**src/rtl/ca1_recall_comparator.sv**
```systemverilog
// ca1_recall_comparator: scores each CA3 recall episode against the EC pattern captured at
// recall onset, keeps saturating episode statistics and flags novelty after a mismatch run.
`default_nettype none

module ca1_recall_comparator #(
  parameter int N_UNITS       = 6,
  parameter int MATCH_THRESH  = 1,
  parameter int SETTLE_CYCLES = 2,
  parameter int NOVEL_RUN     = 3,
  parameter int CNT_W         = 8
) (
  input  logic                           clk,
  input  logic                           rst,
  input  logic                           clk_en,
  input  logic [N_UNITS-1:0]             ec_pattern,
  input  logic [N_UNITS-1:0]             phase_pattern,
  input  logic                           learning,
  input  logic                           recalling,
  output logic                           valid,
  output logic                           match,
  output logic                           mismatch,
  output logic [$clog2(N_UNITS+1)-1:0]   hamming,
  output logic [N_UNITS-1:0]             recalled,
  output logic                           novelty,
  output logic [CNT_W-1:0]               recall_count,
  output logic [CNT_W-1:0]               match_count,
  output logic [2:0]                     debug_state
);

  localparam int HW = $clog2(N_UNITS+1);
  localparam int SW = $clog2(SETTLE_CYCLES+1);
  localparam int RW = $clog2(NOVEL_RUN+1);
  localparam logic [SW-1:0]    SETTLE_LAST = SW'(SETTLE_CYCLES-1);
  localparam logic [RW-1:0]    RUN_MAX     = RW'(NOVEL_RUN);
  localparam logic [CNT_W-1:0] CNT_MAX     = {CNT_W{1'b1}};

  typedef enum logic [2:0] {
    IDLE    = 3'd0,
    RECALL  = 3'd1,
    SETTLE  = 3'd2,
    COMPARE = 3'd3
  } state_t;

  state_t              state;
  logic [N_UNITS-1:0]  target_q;
  logic [SW-1:0]       settle_cnt;
  logic [RW-1:0]       run;

  function automatic logic [HW-1:0] popcount(input logic [N_UNITS-1:0] v);
    logic [HW-1:0] acc;
    acc = '0;
    for (int i = 0; i < N_UNITS; i++) acc = acc + HW'(v[i]);
    return acc;
  endfunction

  logic [HW-1:0] ham_now;
  logic          match_now;

  // An all-zero recall never counts as a match, even against an all-zero target.
  assign ham_now   = popcount(phase_pattern ^ target_q);
  assign match_now = (int'(ham_now) <= MATCH_THRESH) && (|phase_pattern);

  assign novelty     = (run == RUN_MAX);
  assign debug_state = state;

  always_ff @(posedge clk or posedge rst) begin
    if (rst) begin
      state        <= IDLE;
      target_q     <= '0;
      settle_cnt   <= '0;
      run          <= '0;
      valid        <= 1'b0;
      match        <= 1'b0;
      mismatch     <= 1'b0;
      hamming      <= '0;
      recalled     <= '0;
      recall_count <= '0;
      match_count  <= '0;
    end else begin
      valid <= 1'b0;
      if (clk_en) begin
        if (learning) begin
          // Learning wins everywhere: abort any episode without a verdict.
          run   <= '0;
          state <= IDLE;
        end else begin
          case (state)
            IDLE: begin
              if (recalling) begin
                target_q <= ec_pattern;
                state    <= RECALL;
              end
            end
            RECALL: begin
              if (!recalling) begin
                settle_cnt <= '0;
                state      <= SETTLE;
              end
            end
            SETTLE: begin
              settle_cnt <= settle_cnt + 1'b1;
              if (settle_cnt == SETTLE_LAST) state <= COMPARE;
            end
            COMPARE: begin
              recalled <= phase_pattern;
              hamming  <= ham_now;
              match    <= match_now;
              mismatch <= ~match_now;
              valid    <= 1'b1;
              if (recall_count != CNT_MAX) recall_count <= recall_count + 1'b1;
              if (match_now) begin
                run <= '0;
                if (match_count != CNT_MAX) match_count <= match_count + 1'b1;
              end else if (run != RUN_MAX) begin
                run <= run + 1'b1;
              end
              state <= IDLE;
            end
            default: state <= IDLE;
          endcase
        end
      end
    end
  end

endmodule

`default_nettype wire

```
**config.mk**
```make
export PLATFORM = sky130hd
export DESIGN_NAME = ca1_recall_comparator
export DESIGN_NICKNAME = d
export VERILOG_FILES = /design/src/rtl/ca1_recall_comparator.sv
export SDC_FILE = /design/constraint.sdc
export NUM_CORES = 1
export LEC_CHECK = 0
export ABC_CLOCK_PERIOD_IN_PS = 9450
export CORE_AREA = 2 2 65 67
export CTS_CLUSTER_SIZE = 24
export DETAILED_ROUTE_END_ITERATION = 8
export DIE_AREA = 0 0 67 69
export PLACE_DENSITY = 0.84
export RECOVER_POWER = 25
export SLEW_MARGIN = 25
export SYNTH_ARGS = -nofsm -noshare
export SYNTH_HDL_FRONTEND = slang
export SYNTH_SLANG_ARGS = --single-unit
```
**constraint.sdc**
```tcl
create_clock -name clk -period 9.45 [get_ports clk]
set_clock_uncertainty 0.1 [all_clocks]
set_input_delay 0.945 -clock clk [delete_from_list [all_inputs] [get_ports clk]]
set_output_delay 0.945 -clock clk [all_outputs]
set_load 0.05 [all_outputs]
```
Word level (Yosys, flattened, before mapping)
Cells that the tools add are included.
Operators by class
  add/sub/neg operators: 9
  order comparisons: 1
  equal/unequal tests: 12
  muxes and demuxes: 14
  bitwise logic cells: 3
  reduce and logical (&&, ||, !) cells: 13
Operators with widths (number)
  adder 8 x 1 -> 8 bit (second input constant): 2
  inequality test 8 bit (second input constant): 2
  AND reduction 4 bit: 4
  2-to-1 mux 3 bit: 4
  2-to-1 mux 2 bit: 5
  adder 3 x 1 -> 3 bit: 3
  inequality test 3 bit (second input constant): 3
  case mux 3 bit (3 select lines): 1
  == test 3 x 2 -> 1 bit (second input constant): 2
  AND reduction 3 bit: 2
  OR reduction 6 bit: 1
  bitwise XOR 6 bit: 1
  AND reduction 5 bit: 1
  adder 2 x 1 -> 2 bit (second input constant): 2
  inequality test 2 bit (second input constant): 2
  case mux 2 bit (2 select lines): 1
  nonzero test 2 bit: 2
  adder 2 x 1 -> 3 bit: 1
  == test 3 x 1 -> 1 bit (second input constant): 1
  <= comparator 3 x 1 -> 1 bit (second input constant): 1
  zero test 3 bit: 1
  2-to-1 mux 1 bit: 3
  nonzero test 3 bit: 1
  adder 1 x 1 -> 2 bit: 1
  other kinds (4): 5
Word-level totals
  flip-flop bits (word level): 41
  bits of input ports: 17
  output and inout port bits: 32
  word-level logic and storage cells: 63

Logic depth before layout (Yosys ltp)
Gate-level depths: netlist of the first run.
  word-level depth: 11
  depth in mapped cells: 12
  mapped depth without buffers: 11

Worst setup path after synthesis of the first run
OpenSTA, ideal clock, no wires.
  path type: input -> register
  start: input port phase_pattern[0]
  end: register match_count[7]
  setup time: 125 ps
  arrival: 3822 ps
  data required time: 9225 ps
  setup slack: 5403 ps
  stages on the path: 12
  path buffers: 1
  cells stage by stage: xnor2_1 -> fa_1 -> inv_1 -> fa_1 -> ha_1 -> inv_1 -> fa_1 -> nand2_1 -> a211o_1 -> buf_6 -> nor3_2 -> mux2_2
Between the ends
  longest elaborated chain between the ends: 9
  elaborated cells on any way between the ends: 10
  classes of those cells: add/sub (5); order compare (1); bitwise (1); reduce/logical (3)
RTL lines
  start, declared: line 16  | input logic [N_UNITS-1:0] phase_pattern,
  bitwise XOR 6 bit: line 60  | assign ham_now = popcount(phase_pattern ^ target_q);
  adder 1 x 1 -> 2 bit: line 52  | for (int i = 0; i < N_UNITS; i++) acc = acc + HW'(v[i]);
  adder 2 x 1 -> 3 bit: line 52
  adder 3 x 1 -> 3 bit (3 in a row): line 52
  <= comparator 3 x 1 -> 1 bit: line 61  | assign match_now = (int'(ham_now) <= MATCH_THRESH) && (|phase_pattern);
  logical AND 1 bit *: line 61
  AND reduction 5 bit (no source line) *
  end signal, assigned: line 113  | if (match_count != CNT_MAX) match_count <= match_count + 1'b1;
  end, declared: line 26  | output logic [CNT_W-1:0] match_count,
Every way passes the cells marked *; elsewhere a longest branch is shown, timed or not.
A chain may end at the register's enable or synchronous reset.

Worst setup path after layout of the first run
  start: input port phase_pattern[0]
  end: register match_count[1]
Same word-level chain as after synthesis.

==> results of run 1 <==
[per-layer routing]
metal,vias up,track usage [%]
met5,-,0
met4,0,7.03
met3,10,3.59
met2,44,31.7
met1,736,25.2
li1,733,-
[report_power, final]
part | switching (mW) | total [mW] | internal [mW]
Clock | 0.0568 | 0.135 | 0.0784
Sequential | 0.0346 | 0.249 | 0.214
Combinational | 0.203 | 0.334 | 0.131
[worst paths after layout]
check	endpoint	slack (ns)	cells after the start
worst max-delay path	match_count[1]	4.94	12
worst min-delay path	hamming[2]	0.38	2
worst max register to register	match_count[1]	5.67	11
worst min register to register	hamming[2]	0.38	2
max in group asynchronous	settle_cnt[0]	6.35	3
min in group asynchronous	recall_count[3]	1.73	3
[cell families (layout without fill, tap and decap cells)]
family                     after synthesis  in the layout  synth area share [%]
adders and majority gates               12             12                  8.51
xor gates and xnor gates                14             14                  6.05
buffers and inverters                   14             66                  3.52
and+or+nand+nor                         70             70                  18.0
other                                    1              1                 0.185
DFF                                     40             40                  49.4
muxes                                   14             14                  7.71
AOI/OAI and AO/OA                       20             20                  6.72
[stage by stage]
step                      hold slack [ns]  area, um2  cells  worst slack (ns)
after global routing                0.415       2640    287              4.81
after CTS                           0.388       2640    287              4.94
final                               0.382       2640    287              4.94
after global placement              0.359       2530    279              4.76
after detailed placement            0.371       2530    279              4.67
after floorplan                     0.357       2030    185              5.40
[tightest hold or removal path, cell delays in order, from the launching register on]
cell,delay (ns)
dfrtp_1,0.34
nand2_1,0.04
o21ai_0,0.06
[state kept, by name (all words and copies together) (netlist names)]
register	count
run	2
match	1
match_count	8
target_q	6
recalled	6
settle_cnt	2
debug_state	2
mismatch	1
recall_count	8
valid	1
hamming	3
[cell type report]
type | count | area [um2] | share of cell area, %
flip-flops and latches | 40 | 1000 | 37.9
repair buffers | 48 | 474 | 18.0
inverters | 10 | 37.5 | 1.42
well taps | 50 | 62.6 | 2.37
clock buffers | 6 | 72.6 | 2.75
clock inverters | 2 | 35.0 | 1.33
multi-input cells | 131 | 956 | 36.2
[Yosys cell counts, drive strengths merged, types with 2 or more instances]
| library cell | instances | area (um2) |
|---|---|---|
| nor2 | 6 | 22.5 |
| nor4 | 3 | 40.0 |
| mux2 | 13 | 146 |
| buf | 3 | 30.0 |
| nand2b | 3 | 18.8 |
| xnor2 | 5 | 43.8 |
| dfrtp | 40 | 1000 |
| xor2 | 9 | 78.8 |
| o21ai | 3 | 15.0 |
| fa | 3 | 60.1 |
| a211oi | 2 | 15.0 |
| o21a | 3 | 22.5 |
| o22ai | 2 | 12.5 |
| nand3 | 7 | 35.0 |
| ha | 9 | 113 |
| nand4 | 3 | 18.8 |
| nand2 | 35 | 131 |
| inv | 10 | 37.5 |
| nor3 | 8 | 50.1 |
| a21oi | 4 | 20.0 |
==> impl_summary.md, run 1 <==
Clock tree
After clock tree synthesis, the clock-pin slew on the worst setup and hold paths is 0.07 ns. The maximum level of the CTS H-tree is 2. Counting the buffers created by CTS gives 5. The number of sinks driven by the clock tree is 40. TritonCTS built the clock tree.

The cell sitting at the root of the clock tree is a clkbuf_8. The number of gates resized after CTS is 0. The maximum root-to-sink buffer count is 2. The number of buffers inserted by hold repair at cts is 0. The number of setup buffers added after CTS is 0. The later-pin clock latency in the skew report is 0.29 ns.

Global routing
Global routing consumed, over all layers together, 19.3% of the routing resources. The initial antenna violation count came to 0. Global routing finished with a remaining overflow of 0. The via count of the first global-routing pass came to 1517. The maximum number of pins on one net before global-route repair is 41. The first global-routing pass estimated 6930 um of wire.

Worst setup path
The maximum fanout along the worst path is 9. The cell class contributing the biggest share of worst-path delay is adder cells. Among the stages of the critical path, the cell type that occurs most often is fa_1.

The slowest library cell on the worst path is fa_1. The kind of end point of the critical path is a register. The number of buffer and inverter stages on the critical path is 3. The critical path starts at phase_pattern[0]. The data required time of the worst path is 9.52 ns. The startpoint identified for the worst register-to-register timing path is target_q[0].

The critical path in this run is classified as input pin to register. The arrival time of data at the critical path endpoint is 4.58 ns. The type of origin of the critical path is an input pin.

The peak per-stage delay on the critical path is 0.55 ns. The critical path goes through clkdlybuf4s50_1 -> xnor2_1 -> fa_1 -> inv_1 -> fa_1 -> ha_1 -> inv_1 -> fa_1 -> nand2_1 -> a211o_1 -> nor2_1 -> mux2_2.

Synth
The synthesized netlist contains 39 unique library cells. The fraction of registers with async set/reset is 100%. The synthesized instance count is 185. For this run, the register share of the synthesized area comes to 49.4%. The synthesized design contains 0 enable-type register cells.

For this run, the leading register cell type out of synthesis is dfrtp_1. After synthesis the netlist holds a flip-flop and latch count of 40. The synthesized area per cell is 11.0 um2. The area of the mapped netlist is 2030 um2. The Yosys step of the flow raised 0 warnings. The net count after synthesis is 214.

Route
The average wire per standard cell is 13.8 um. The number of design rule violations left after detail routing is 0. The highest metal layer with signal wires is met4. The via density per instance is 5.31. The routed metal-1 wire length is 1740 um. The routed design uses 244 um of met3 wire. After the first detailed-routing iteration, the DRC count stood at 62. The iteration count of the initial detailed-routing pass is 4.

The final wirelength is 3960 um. Summing over every cut layer, the via total after detailed routing is 1523. Once detail routing completed, the nets flagged for antenna violations numbered 0. The met2 layer wire length in the routed design is 1900 um.

Floorplan
In this run the standard cell core region covers 3910 um2. The die footprint is 4620 um2. The chip height is 69 um. The number of top-level pins is 49. Measured along the x axis, the die boundary spans 67 um. The initial core utilization is 51.8%. The initialized floorplan defines 23 standard-cell rows.

Run
Max-cap violations in this run came to 1.

Power
In this run the static leakage power is 1.21 nW. The areal power density over the cells is 272 nW/um2. The maximum vdd drop is 0.150 mV. The power after layout is 0.718 mW.

Placed design
The placed wire-length estimate after detailed placement is 3030 um. The congestion estimate from routability-driven global placement came to 0.780. Input and output buffers added on the ports amount to 47.

STA
The final setup violation count is 0. The peak clock frequency supported by timing is 222 MHz. Setup repair after global routing left no endpoint under its margin.

The routed design could run at a clock period as short as 4.51 ns. The final-report max-slew violation count is 41. The number of hold-slack violations in the final timing report was 0.

Summed over all failing endpoints, the final setup total negative slack is 0 ns. The post-route fraction of the period consumed by the critical path is 47.7%. The relative max-transition margin is -35.3%. The actual slew at the worst max-slew pin is 2.03 ns.

Final layout
The share of the core filled with cells is 67.4%. The repair_antennas step left the layout with diodes totalling 0. The final layout contains 265 nets. After filler insertion, the fill cell instance count of the layout stands at 331. Relative to the synthesized area, the layout overhead comes to 30.1%. In the layout the commonest cells are clkdlybuf4s50_1 (46), dfrtp_1 (40), nand2_1 (35). The library cell used most frequently in the layout, excluding fill and tap cells, is clkdlybuf4s50_1.

Cells with a size suffix above 1 make up 11.0% of the layout.

Hold path
The path class of the tightest hold or removal check is register to register. The hold path startpoint is hamming[2].

Status
The final reports fail on max-capacitance violations, max-slew violations. The flow ran to the end, but the final reports show violations.
(Power assumes the default switching activity.)
==> run 2: changes to the inputs <==
ABC_CLOCK_PERIOD_IN_PS = 3780   (was 9450)
CORE_AREA = 2 2 71 73   (was 2 2 65 67)
DIE_AREA = 0 0 73 75   (was 0 0 67 69)
PLACE_DENSITY = 0.75   (was 0.84)
clock period = 3.78 ns   (was 9.45 ns; I/O delays follow)
==> run 2 against run 1 <==
Against the previous run:
- the flow now finishes without violations
- final area rose by 3.6%
- combinational power rose to 2.7 times the previous value
- critical path depth rose by 1
- first-iteration DRC count rose by 84%
- global-route usage fell by 3.3 points
- clock power rose to 2.5 times the previous value
- largest power group unchanged
==> impl_summary.md, run 2 (synthesis results as in run 1) <==
Status
Outcome: complete, no violations (was complete, but fails checks).

STA
Setup repair after global routing missed its margin: no (unchanged). The post-route fraction of the period consumed by the critical path is 96.1%. The final worst hold slack is 0.374 ns (was 0.382 ns). The total negative slack for setup checks is 0 ns (unchanged). The relative max-transition margin is 9.05% (was -35.3%). The final setup violation count is 0 (unchanged).

The actual slew at the worst max-slew pin came to 1.36 ns (was 2.03 ns). The worst setup slack after layout is 0.149 ns (was 4.94 ns). For this run, the top clock speed supported by timing is 275 MHz. The final-report max-slew violation count is 0 (was 41).

The time the final worst path needs with I/O delays and setup is 3.63 ns. The number of hold-slack violations in the final timing report was 0 (unchanged).

Clock tree
The CTS tree was yes (unchanged). The maximum root-to-sink buffer count is 2 (unchanged). The root cell of the clock tree is clkbuf_8 (unchanged).

The maximum level of the CTS H-tree is 2 (unchanged). The later-pin clock latency in the skew report is 0.29 ns (about the same). The number of buffers created by CTS is 5 (unchanged).

The number of sinks driven by the clock tree is 40 (unchanged). The clock-pin slew on the worst setup and hold paths came to 0.08 ns (was 0.07 ns).

Worst setup path
The slowest library cell on the worst path is fa_1 (unchanged). The maximum fanout along the worst path is 5 (was 9). The capturing instance or port of the critical path is match_count[5] (was match_count[1]).

The type of origin of the critical path is an input pin (unchanged). Cells traversed along the worst timing path: clkdlybuf4s50_1 -> xnor2_1 -> fa_1 -> inv_1 -> fa_1 -> ha_1 -> inv_1 -> fa_1 -> nand2_1 -> a211o_4 -> buf_4 -> nor4_4 -> xor2_1 (was clkdlybuf4s50_1 -> xnor2_1 -> fa_1 -> inv_1 -> fa_1 -> ha_1 -> inv_1 -> fa_1 -> nand2_1 -> a211o_1 -> nor2_1 -> mux2_2). The beginning of the worst register-to-register path is target_q[0] (unchanged). The register-to-register path setup slack came to 0.23 ns (was 5.67 ns).

The path depth of the worst reg2reg path is 12 (was 11). The data required time of the worst path is 3.90 ns (was 9.52 ns). The category of the most critical setup path is input pin to register (unchanged).

The peak per-stage delay on the critical path was 0.53 ns (was 0.55 ns). The critical path's most frequent cell is fa_1 (unchanged). The arrival time of data at the critical path endpoint is 3.75 ns (was 4.58 ns).

The end of the worst register-to-register path was match_count[5] (was match_count[1]). The critical path startpoint was phase_pattern[3] (was phase_pattern[0]). The kind of end point of the critical path is a register (unchanged).

Route
The number of DRC markers in iteration 0 is 114 (was 62). The iteration count of the initial detailed-routing pass is 4 (unchanged). The final wirelength is 4000 um (was 3960 um). The average wire per standard cell is 13.4 um (was 13.8 um). The number of nets with antenna violations after detailed routing is 0 (unchanged). The via density per instance is 5.24 (was 5.31). The via total after detailed routing is 1562 (was 1523). The number of design rule violations left after detail routing is 0 (unchanged).

Hold path
The hold path depth was 2 (unchanged). The type of the worst min-delay path is register to register (unchanged).

Final layout
The area of all sequential standard cells is 1000 um2 (unchanged). The area used by multi-input combinational logic came to 985 um2 (was 956 um2). The net total in the final layout came to 272 (was 265). Top flop regs: match_count (8), recall_count (8) (unchanged).

The number of fillers in the final layout was 400 (was 331). The share of the core filled with cells was 58.7% (was 67.4%). The most common cell after layout, fill and taps aside is clkdlybuf4s50_1 (unchanged). The number of inserted diodes came to 0 (unchanged). The growth of design area from synthesis to finish is 34.8% (was 30.1%). The proportion of layout cells with a drive suffix above 1 is 15.6% (was 11.0%). Leading cell types in the layout, fill and taps excluded: clkdlybuf4s50_1 (44), dfrtp_1 (40), nand2_1 (35) (was clkdlybuf4s50_1 (46), dfrtp_1 (40), nand2_1 (35)). The final standard cell count with taps included and fillers excluded is 298 (was 287).

Placed design
The quantity of I/O buffers inserted on ports is 47 (unchanged). The pre-CTS setup slack came to -0.293 ns (was 4.67 ns). The placed wire-length estimate after detailed placement was 3020 um (was 3030 um). The placed cell count came to 290 (was 279). The final estimated routing congestion in global placement is 0.780 (about the same).

Global routing
The first-pass GRT wire length came to 6610 um (was 6930 um). The all-layer global routing usage is 16.0% (was 19.3%). The initial antenna violation count is 0 (unchanged). The via count of the first global-routing pass is 1464 (was 1517). The maximum number of pins on one net before global-route repair is 27 (was 41). The total congestion overflow is 0 (unchanged).

Floorplan
The chip height was 75 um (was 69 um). The die span in x came to 73 um (was 67 um). The initial core utilization is 43.5% (was 51.8%). The count of standard-cell rows is 25 (was 23).

The number of top-level pins is 49 (unchanged). The die footprint is 5480 um2 (was 4620 um2). The standard cell core area is 4660 um2 (was 3910 um2).

Power
The areal power density over the cells is 686 nW/um2 (was 272 nW/um2). The maximum vdd drop is 0.336 mV (was 0.150 mV). The leakage component of the power came to 1.27 nW (was 1.21 nW).

Run
The max-capacitance violation count is 0 (was 1).
==> run 2: critical path: cells and delay by family <==
family / cells / cell delay, ns
AND/OR/NAND/NOR: 2 / 0.37
XOR/XNOR: 2 / 0.32
AO/OA/AOI/OAI: 1 / 0.31
adder cells (fa/ha/maj): 4 / 1.66
buffers and inverters: 4 / 0.73
==> run 2: power by group <==
part	switching, mW	internal [mW]
Combinational	0.529	0.386
Clock	0.145	0.195
Sequential	0.0848	0.535
==> run 2: worst min-delay path by stage <==
stage                       start               to
detailed placement    recalled[2]      recalled[2]
finish                recalled[2]      recalled[2]
CTS                           rst  recall_count[0]
floorplan           settle_cnt[0]    settle_cnt[0]
global placement      recalled[5]      recalled[5]
global route        settle_cnt[0]    settle_cnt[0]
==> run 2: area by class of cell <==
cell class / count / area share, %
tap: 54 / 2.47
clock inverter: 3 / 1.56
clock buffer: 5 / 2.52
timing repair buffer: 55 / 19.5
multi-input combinational: 131 / 36.0
sequential: 40 / 36.6
inverter: 10 / 1.37
==> run 2: per-layer routing <==
| layer | GRT usage, % | wire, um |
|---|---|---|
| met2 | 27.0 | 2000 |
| met3 | 3.61 | 180 |
| met4 | 8.02 | 65 |
| met5 | 0 | 0 |
| met1 | 19.4 | 1750 |
==> run 2: metrics by stage <==
step                      cell area [um2]  total power, mW
after detailed placement             2590             1.53
final                                2730             1.87
after global routing                 2730             2.04
after CTS                            2700             1.87
after floorplan                      2030             1.22
after global placement               2590             1.50
==> run 2: what timing repair did <==
item	CTS	global route
hold buffers	0	0
endpoints found under the setup margin	0	7
setup buffers	0	0
resized for setup	0	6
==> run 3: changes to the inputs <==
CORE_AREA = 2 2 68 77   (was 2 2 71 73)
DIE_AREA = 0 0 70 79   (was 0 0 73 75)
PLACE_DENSITY = 0.74   (was 0.75)
==> run 3 against run 2 <==
Against the previous run:
- hold slack gained 0.0014 ns
- routed wire length grew 2.7%
- via count shrank 1.5%
- die area grew 1.0%
- combinational power shrank 1%
- final area is essentially flat
- first-iteration DRC count shrank 39%
- fmax shrank 0.35%
- final cell count grew 1.3%
- clock power is essentially flat
- power shrank 0.22%
- critical endpoint unchanged
- highest routed layer unchanged
==> impl_summary.md, run 3 (synthesis results as in run 1) <==
Global routing
The met2 track demand over resource is 27.4% (was 27.0%). The met3 track utilization from global routing is 3.55% (was 3.61%). The all-layer global routing usage is 16.0% (about the same).

The total congestion overflow was 0 (unchanged). The via count of the first global-routing pass came to 1552 (was 1464). The maximum number of pins on one net before global-route repair is 23 (was 27). The busiest layer in global routing is met2 (unchanged). The global routing usage on met1 is 20.4% (was 19.4%).

The first-pass GRT wire length is 7130 um (was 6610 um). The initial antenna violation count was 0 (unchanged).

Route
The number of nets with antenna violations after detailed routing is 0 (unchanged). The number of design rule violations left after detail routing is 0 (unchanged). The iteration count of the initial detailed-routing pass came to 4 (unchanged). The final wirelength was 4100 um (was 4000 um). The via density per instance is 5.10 (was 5.24). The via total after detailed routing is 1539 (was 1562). The average wire per standard cell came to 13.6 um (was 13.4 um). The number of DRC markers in iteration 0 was 70 (was 114).

Hold path
The type of the worst min-delay path is register to register (unchanged). The hold path startpoint is recalled[0] (was recalled[2]). The end of the worst hold path was recalled[0] (was recalled[2]). The hold path depth is 2 (unchanged).

Final layout
The area used by multi-input combinational logic came to 985 um2 (unchanged). Leading cell types in the layout, fill and taps excluded: clkdlybuf4s50_1 (44), dfrtp_1 (40), nand2_1 (35) (unchanged). The number of inserted diodes was 0 (unchanged). The number of fillers in the final layout is 441 (was 400). The proportion of layout cells with a drive suffix above 1 came to 15.2% (was 15.6%). The net total in the final layout is 272 (unchanged).

The area of all sequential standard cells came to 1000 um2 (unchanged). Top flop regs: match_count (8), recall_count (8) (unchanged). The growth of design area from synthesis to finish is 34.9% (was 34.8%). The final standard cell count with taps included and fillers excluded was 302 (was 298).

The most common cell after layout, fill and taps aside is clkdlybuf4s50_1 (unchanged).

Worst setup path
The number of buffer and inverter stages on the critical path was 4 (unchanged). The kind of end point of the critical path is a register (unchanged). Cells traversed along the worst timing path: clkdlybuf4s50_1 -> xnor2_1 -> fa_1 -> inv_1 -> fa_1 -> ha_1 -> inv_1 -> fa_1 -> nand2_1 -> a211o_4 -> buf_4 -> nor4_4 -> xor2_1 (unchanged). The maximum fanout along the worst path is 6 (was 5). The cell class contributing the biggest share of worst-path delay is adder cells (unchanged).

The critical path's most frequent cell is fa_1 (unchanged). The slowest library cell on the worst path is fa_1 (unchanged). The category of the most critical setup path is input pin to register (unchanged). The beginning of the worst register-to-register path is target_q[0] (unchanged). The arrival time of data at the critical path endpoint is 3.75 ns (about the same). The end of the worst register-to-register path is match_count[5] (unchanged). The peak per-stage delay on the critical path came to 0.54 ns (was 0.53 ns). The path depth of the worst reg2reg path is 12 (unchanged). The critical path startpoint is phase_pattern[3] (unchanged). The register-to-register path setup slack was 0.21 ns (was 0.23 ns). The data required time of the worst path is 3.89 ns (was 3.90 ns). The type of origin of the critical path is an input pin (unchanged).

Floorplan
The die footprint is 5530 um2 (was 5480 um2). The standard cell core area is 4800 um2 (was 4660 um2). The count of standard-cell rows is 27 (was 25). The initial core utilization is 42.3% (was 43.5%). The chip height came to 79 um (was 75 um).

The number of top-level pins was 49 (unchanged). The die span in x was 70 um (was 73 um).

Placed design
The placed wire-length estimate after detailed placement came to 3050 um (was 3020 um). The placed cell count was 294 (was 290). The quantity of I/O buffers inserted on ports is 47 (unchanged). The final estimated routing congestion in global placement is 0.817 (was 0.780).

Status
Outcome: complete, no violations (unchanged).

Power
The maximum vdd drop was 0.290 mV (was 0.336 mV). The leakage component of the power came to 1.27 nW (about the same). The areal power density over the cells is 684 nW/um2 (was 686 nW/um2).

Clock tree
The CTS tree is yes (unchanged). The clock-pin slew on the worst setup and hold paths is 0.08 ns (about the same). The number of buffers created by CTS is 5 (unchanged). The number of buffers inserted by hold repair at cts is 0 (unchanged). The root cell of the clock tree is clkbuf_8 (unchanged).

The later-pin clock latency in the skew report was 0.29 ns (about the same). The maximum root-to-sink buffer count is 2 (unchanged). The number of setup buffers added after CTS is 0 (unchanged). The maximum level of the CTS H-tree is 2 (unchanged).

The number of sinks driven by the clock tree was 40 (unchanged).

STA
The total negative slack for setup checks is 0 ns (unchanged). The post-route fraction of the period consumed by the critical path came to 96.4% (was 96.1%). The peak clock frequency supported by timing was 274 MHz (was 275 MHz). The relative max-transition margin came to 21.5% (was 9.05%). The actual slew at the worst max-slew pin is 1.18 ns (was 1.36 ns). The final-report max-slew violation count is 0 (unchanged). The final setup violation count came to 0 (unchanged). The time the final worst path needs with I/O delays and setup was 3.64 ns (was 3.63 ns). Setup repair after global routing missed its margin: no (unchanged). The number of hold-slack violations in the final timing report is 0 (unchanged).

Run
The max-capacitance violation count is 0 (unchanged).
-- run 3: cell count changes in the layout (fill, tap and decap cells not counted) --
cell | previous run | this run
clkinvlp_4 | 1 | 0
clkbuf_1 | 1 | 2
-- run 3: power by group --
part	switching, mW	internal [mW]	total (mW)	leakage [nW]
clock	0.145	0.196	0.341	0.0552
combinational	0.523	0.382	0.905	0.682
sequential	0.0888	0.535	0.624	0.533
total	0.758	1.11	1.87	1.27
-- run 3: what timing repair did --
| item | in CTS | in global routing |
|---|---|---|
| gates resized for setup | 0 | 7 |
| setup endpoints to repair | 0 | 7 |
| endpoints found under the hold margin | 0 | 0 |
-- run 3: layer usage --
layer  share of wire [%]  up-vias
li1                    -      747
met1                  44      745
met2                  50       42
met3                 4.9        5
met4                 1.1        0
met5                   0        -
-- run 3: worst max-delay path by stage --
stage / endpoint / slack, ns / depth (start not counted)
2_1_floorplan: match_count[7] / 0.30 / 12
3_3_place_gp: match_count[5] / -0.23 / 13
3_5_place_dp: match_count[5] / -0.27 / 13
6_report: match_count[5] / 0.14 / 13
5_1_grt: match_count[5] / 0.04 / 13
4_1_cts: match_count[5] / 0.00004 / 13
-- run 3: cell type report --
class / count / share of cell area [%]
Inverter: 10 / 1.37
Clock inverter: 2 / 1.28
Tap cell: 58 / 2.65
Multi-Input combinational cell: 131 / 36.0
Timing Repair Buffer: 55 / 19.4
Sequential cell: 40 / 36.6
Clock buffer: 6 / 2.65
-- run 3: worst reg2reg max path, cell delays in order, from the launching register on --
cell	delay (ns)
dfrtp_1	0.42
xnor2_2	0.16
fa_1	0.53
inv_1	0.06
fa_1	0.54
ha_1	0.14
inv_1	0.05
fa_1	0.50
nand2_1	0.09
a211o_4	0.31
buf_4	0.17
nor4_4	0.27
xor2_1	0.16
-- run 3: stage by stage --
stage / utilization [%] / hold WS (ns) / power, mW / setup slack, ns / cell area, um2
after floorplan: - / 0.357 / 1.22 / 0.300 / 2030
after global placement: 54.1 / 0.365 / 1.50 / -0.228 / 2600
after detailed placement: 54.1 / 0.365 / 1.52 / -0.270 / 2600
after CTS: 56.4 / 0.386 / 1.87 / 0.0000400 / 2710
after global routing: 57.0 / 0.409 / 2.01 / 0.0355 / 2740
final: 57.0 / 0.376 / 1.87 / 0.136 / 2740
